File: src/rtl/if_fetch_stage.sv
// rtl/if_fetch_stage.sv - instruction fetch stage: single-outstanding SRAM-like fetch into a registered IF/ID slot
// Optional IF_ADEL_EN: misaligned PCs raise a fetch address-error in the slot instead of a memory request.
module if_fetch_stage #(
    parameter logic [31:0] RESET_PC = 32'hbfc00000
) (
    input  logic        clk_i,
    input  logic        rst_i,
    input  logic [31:0] pc_i,
    input  logic        stall_i,
    input  logic        flush_i,
    output logic        pc_stall_o,
    output logic        inst_req_o,
    output logic [31:0] inst_addr_o,
    input  logic        inst_addr_ok_i,
    input  logic        inst_data_ok_i,
    input  logic [31:0] inst_rdata_i,
    output logic        if_valid_o,
    output logic [31:0] if_pc_o,
    output logic [31:0] if_inst_o,
    output logic        if_adel_o
);

    typedef enum logic [1:0] {
        REQ       = 2'd0,
        WAIT_DATA = 2'd1,
        CANCEL    = 2'd2,
        HOLD      = 2'd3
    } state_t;

    state_t      state;
    state_t      state_nxt;
    logic        slot_free;
    logic        consume;
    logic        misaligned;
    logic        adel_take;
    logic        data_take;
    logic [31:0] req_pc;
    logic [31:0] pend_pc;
    logic [31:0] pend_inst;

`ifdef IF_ADEL_EN
    assign misaligned = (pc_i[1:0] != 2'b00);
`else
    assign misaligned = 1'b0;
`endif

    assign slot_free = ~if_valid_o | ~stall_i;
    assign consume   = if_valid_o & ~stall_i;
    // An address error completes the "fetch" in place: no memory traffic, PC moves on.
    assign adel_take = (state == REQ) & misaligned & slot_free & ~flush_i;
    assign data_take = (state == WAIT_DATA) & inst_data_ok_i & ~flush_i;

    always_ff @(posedge clk_i) begin
        if (rst_i) begin
            state <= REQ;
        end else begin
            state <= state_nxt;
        end
    end

    always_comb begin
        state_nxt = state;
        case (state)
            REQ: begin
                if (inst_req_o && inst_addr_ok_i) state_nxt = WAIT_DATA;
            end
            WAIT_DATA: begin
                if (inst_data_ok_i) begin
                    if (flush_i || slot_free) state_nxt = REQ;
                    else                      state_nxt = HOLD;
                end else if (flush_i) begin
                    state_nxt = CANCEL;
                end
            end
            CANCEL: begin
                if (inst_data_ok_i) state_nxt = REQ;
            end
            HOLD: begin
                if (flush_i || slot_free) state_nxt = REQ;
            end
            default: state_nxt = REQ;
        endcase
    end

    always_comb begin
        inst_req_o  = (state == REQ) & ~flush_i & ~misaligned;
        inst_addr_o = pc_i;
        pc_stall_o  = ~(data_take | adel_take);
    end

    always_ff @(posedge clk_i) begin
        if (rst_i) begin
            req_pc     <= RESET_PC;
            pend_pc    <= 32'h0;
            pend_inst  <= 32'h0;
            if_valid_o <= 1'b0;
            if_pc_o    <= RESET_PC;
            if_inst_o  <= 32'h0;
            if_adel_o  <= 1'b0;
        end else begin
            if (inst_req_o && inst_addr_ok_i) begin
                req_pc <= pc_i;
            end
            if (flush_i) begin
                if_valid_o <= 1'b0;
            end else if (data_take && slot_free) begin
                if_valid_o <= 1'b1;
                if_pc_o    <= req_pc;
                if_inst_o  <= inst_rdata_i;
                if_adel_o  <= 1'b0;
            end else if (data_take) begin
                // Decode is stalled on a full slot: park the response until it drains.
                pend_pc   <= req_pc;
                pend_inst <= inst_rdata_i;
            end else if ((state == HOLD) && slot_free) begin
                if_valid_o <= 1'b1;
                if_pc_o    <= pend_pc;
                if_inst_o  <= pend_inst;
                if_adel_o  <= 1'b0;
            end else if (adel_take) begin
                if_valid_o <= 1'b1;
                if_pc_o    <= pc_i;
                if_inst_o  <= 32'h0;
                if_adel_o  <= 1'b1;
            end else if (consume) begin
                if_valid_o <= 1'b0;
            end
        end
    end

endmodule

File: config.mk
export PLATFORM = sky130hd
export DESIGN_NAME = if_fetch_stage
export DESIGN_NICKNAME = d
export VERILOG_FILES = /design/src/rtl/if_fetch_stage.sv
export SDC_FILE = /design/constraint.sdc
export NUM_CORES = 1
export LEC_CHECK = 0
export BUFFER_PORTS_ARGS = -buffer_cell sky130_fd_sc_hd__buf_2
export CAP_MARGIN = 20
export CORE_MARGIN = 1.5
export CORE_UTILIZATION = 54
export DETAILED_ROUTE_END_ITERATION = 10
export PLACE_DENSITY_LB_ADDON = 0.2
export SLEW_MARGIN = 20
export SYNTH_ARGS = -nofsm -noshare
export SYNTH_HDL_FRONTEND = slang
export SYNTH_SLANG_ARGS = --single-unit
File: constraint.sdc
create_clock -name clk_i -period 2.2 [get_ports clk_i]
set_clock_uncertainty 0.1 [all_clocks]
set_input_delay 0.44 -clock clk_i [delete_from_list [all_inputs] [get_ports clk_i]]
set_output_delay 0.44 -clock clk_i [all_outputs]
set_load 0.005 [all_outputs]
==> run metrics <==
Core Region=13100 sq um; Clock power frac=43.1%; Routed wire per std cell=about 17 um; Max Cap Viol=0; CP Max Fanout=14; YS warnings=0; leakage power total=2.97 nW; post-route setup slack=0.121 ns; syn_area_per_cell=8.29 sq um; row cnt=42; Worst Setup SP=state[1]; die area=14100 sq um; Die X=119 um; post-synth top area cell=dfxtp_1; hpwl dp=11300 um; Die Ht=between 100 and 150 um; CTS max path bufs=2; clock sink count=163; Adder-Cell Fraction of Synth Area=0%; Worst-path clk slew=roughly 0.060 ns; P_sw=1.50 mW; P_int=4.72 mW; CTS buffer count=17; total grt overflow=0; RSZ-0062 raised after global routing=no; worst setup path class=flip-flop to primary output; synth cell count leaders=dfxtp_1, a21oi_1, nand3_1; Setup Viol. Count Final=0; routability cong.=0.774; FMAX=0.481 GHz; Synth area leaders=dfxtp_1, a21oi_1, nand3_1; Largest stage delay, worst path=0.44 ns; initial antenna violation count=1; GRT Util Overall=28.3%; Sequential Power Share=49.2%; switch share=between 20 and 25%; Mapped Nets=940; Worst Hold Class=primary input to flip-flop; worst endpoint data arrival time=1.54 ns; xor and xnor area share after synthesis=0%; top_reg_cell synth=dfxtp_1; asr flop ratio synth=0%; Routed Antenna Nets=0; vias in the first global route=~6400; ant diodes=0; Clock Latency Late Sink=about 0.42 ns; EDFF count, synth=0; Worst R2R Start=state[0]; H-tree Lvls=4; fraction of layout cells with a size suffix above 1=between 20% and 30%; Area Growth Syn to Fin=16.1%; # DRC=0; Initial DRC Count=just under 800; crit path buf inv count=2; Rel. slew slack=58.4%; maximum number of pins on one net before global-route repair=about 110; combinational share of power=7.8%; critical path startpoint category=flip-flop; CP Cell Sequence=and4bb_4, inv_2, buf_2; # hold bufs at CTS=0; crit end category=primary output; max-slew violations=0; worst-margin pin slew=0.624 ns; DR pass1 iterations=5; WP data required=1.66 ns; cell area after synthesis=around 7200 sq um; complex-gate fraction of the synthesized area=28.1%; peak supply drop=0.000578 V; Hold Startpoint=pc_i[22]; status=complete, no violations; mux contribution to synthesized area=0%; vias=6927; NumNets Final=1023; final wirelength=19800 um; IO Port Bufs=168; synthesized flop and latch total=about 160; post-synth cell types=33; dpl ws=0.251 ns; Cells after Synth=between 800 and 900; most frequent cell after synthesis=dfxtp_1; simple-gate share of the synthesized area=15.6%; # IOs=170; CTS root buffer=clkbuf_16; Starting Density=54.9%; Via density=6.07; Tcrit/Tclk final=94.5%; CTS tree=yes; Pwr per Cell Area=between 700 and 800 nW/um^2; CP top delay family=flip-flops; post-synth top area share=45.3%; first-pass GRT wire length=32300 um; Final Hold Viols=0; CP max-delay cell=dfxtp_2; setup TNS=0 ns; register area share after synthesis=45.3%; filler cell count=1205; minimum clock period=between 2 and 2.5 ns; combinational family with the most area after synthesis=compound AO/OA/AOI/OAI gates
-- repair_timing --
action                                  CTS  global route
endpoints found under the hold margin     0             0
endpoints found under the setup margin    1             0
setup buffers                             0             0
resized for setup                         1             0
-- area by class of cell --
cell class	instances	area (sq um)	share of cell area [%]
Tap cell	176	220	2.63
Multi-Input combinational cell	571	3180	38.0
Clock inverter	13	95.1	1.14
Inverter	1	3.75	0.0448
Sequential cell	163	3260	39.0
Clock buffer	18	429	5.13
Timing Repair Buffer	199	1180	14.0
-- per-stage QoR --
step / hold slack (ns) / std cells / total power [mW] / util, % / area (sq um)
after detailed placement: 0.363 / 1110 / 3.60 / 59.7 / 7850
after global routing: 0.139 / 1141 / 6.44 / 63.7 / 8370
after global placement: 0.357 / 1110 / 3.60 / 59.7 / 7850
after floorplan: 0.350 / 870 / 3.42 / - / 7210
after CTS: 0.131 / 1141 / 6.25 / 63.7 / 8370
final: 0.136 / 1141 / 6.22 / 63.7 / 8370
-- registers in the layout (all words and copies together), names as in the netlist --
name / count
if_valid_o: 1
req_pc: 32
pend_pc: 32
pend_inst: 32
if_inst_o: 32
state: 2
if_pc_o: 32
-- cells by family (layout without fill, tap and decap cells) --
kind of cell    Yosys count  count (layout)
simple gates            219             219
compound gates          351             351
buf+inv                 136             231
other cells               1               1
flops                   163             163
-- layout by cell type (no fill, tap or decap), drive strengths merged --
master	instances
and4bb	1
inv	1
and4b	2
or4b	1
a211oi	10
nor3b	1
buf	199
nor2	2
nand3	128
clkinvlp	2
conb	1
nand2b	2
dfxtp	163
nor4b	1
a21oi	144
a2bb2oi	1
clkbuf	18
a311oi	55
nor4	1
nand2	65
clkinv	10
nor2b	2
o21ai	132
nand3b	9
and2	1
nor3	2
nand4b	1
bufinv	1
a31oi	9
-- worst register-to-register path: stages, from the launching register on --
cell and delay, ns:
dfxtp_1 0.47, and4bb_4 0.29, buf_4 0.40, nand3_1 0.13, a311oi_1 0.33
-- per-layer routing --
layer / up-vias / GRT usage [%] / routed length, um
met4: 2 / 10.3 / 266
met3: 26 / 4.92 / 1480
met1: 3266 / 38.9 / 8640
met5: - / 0 / 16
li1: 3306 / - / -
met2: 327 / 44.7 / 9430
-- power by group through the flow --
stage / Clock [mW] / Sequential [mW] / Combinational [mW]
after detailed placement: 0 / 3.12 / 0.480
after global placement: 0 / 3.12 / 0.476
after floorplan: 0 / 3.11 / 0.310
final: 2.68 / 3.06 / 0.483
after global routing: 2.85 / 3.07 / 0.528
after CTS: 2.71 / 3.06 / 0.482
-- worst paths after layout --
check	cells after the start	slack (ns)	to
worst max register to register	4	0.36	if_pc_o[11]
worst min register to register	2	0.37	req_pc[14]
worst min-delay path	3	0.14	req_pc[22]
worst max-delay path	3	0.12	pc_stall_o
Power figures use the tool's default switching activity.
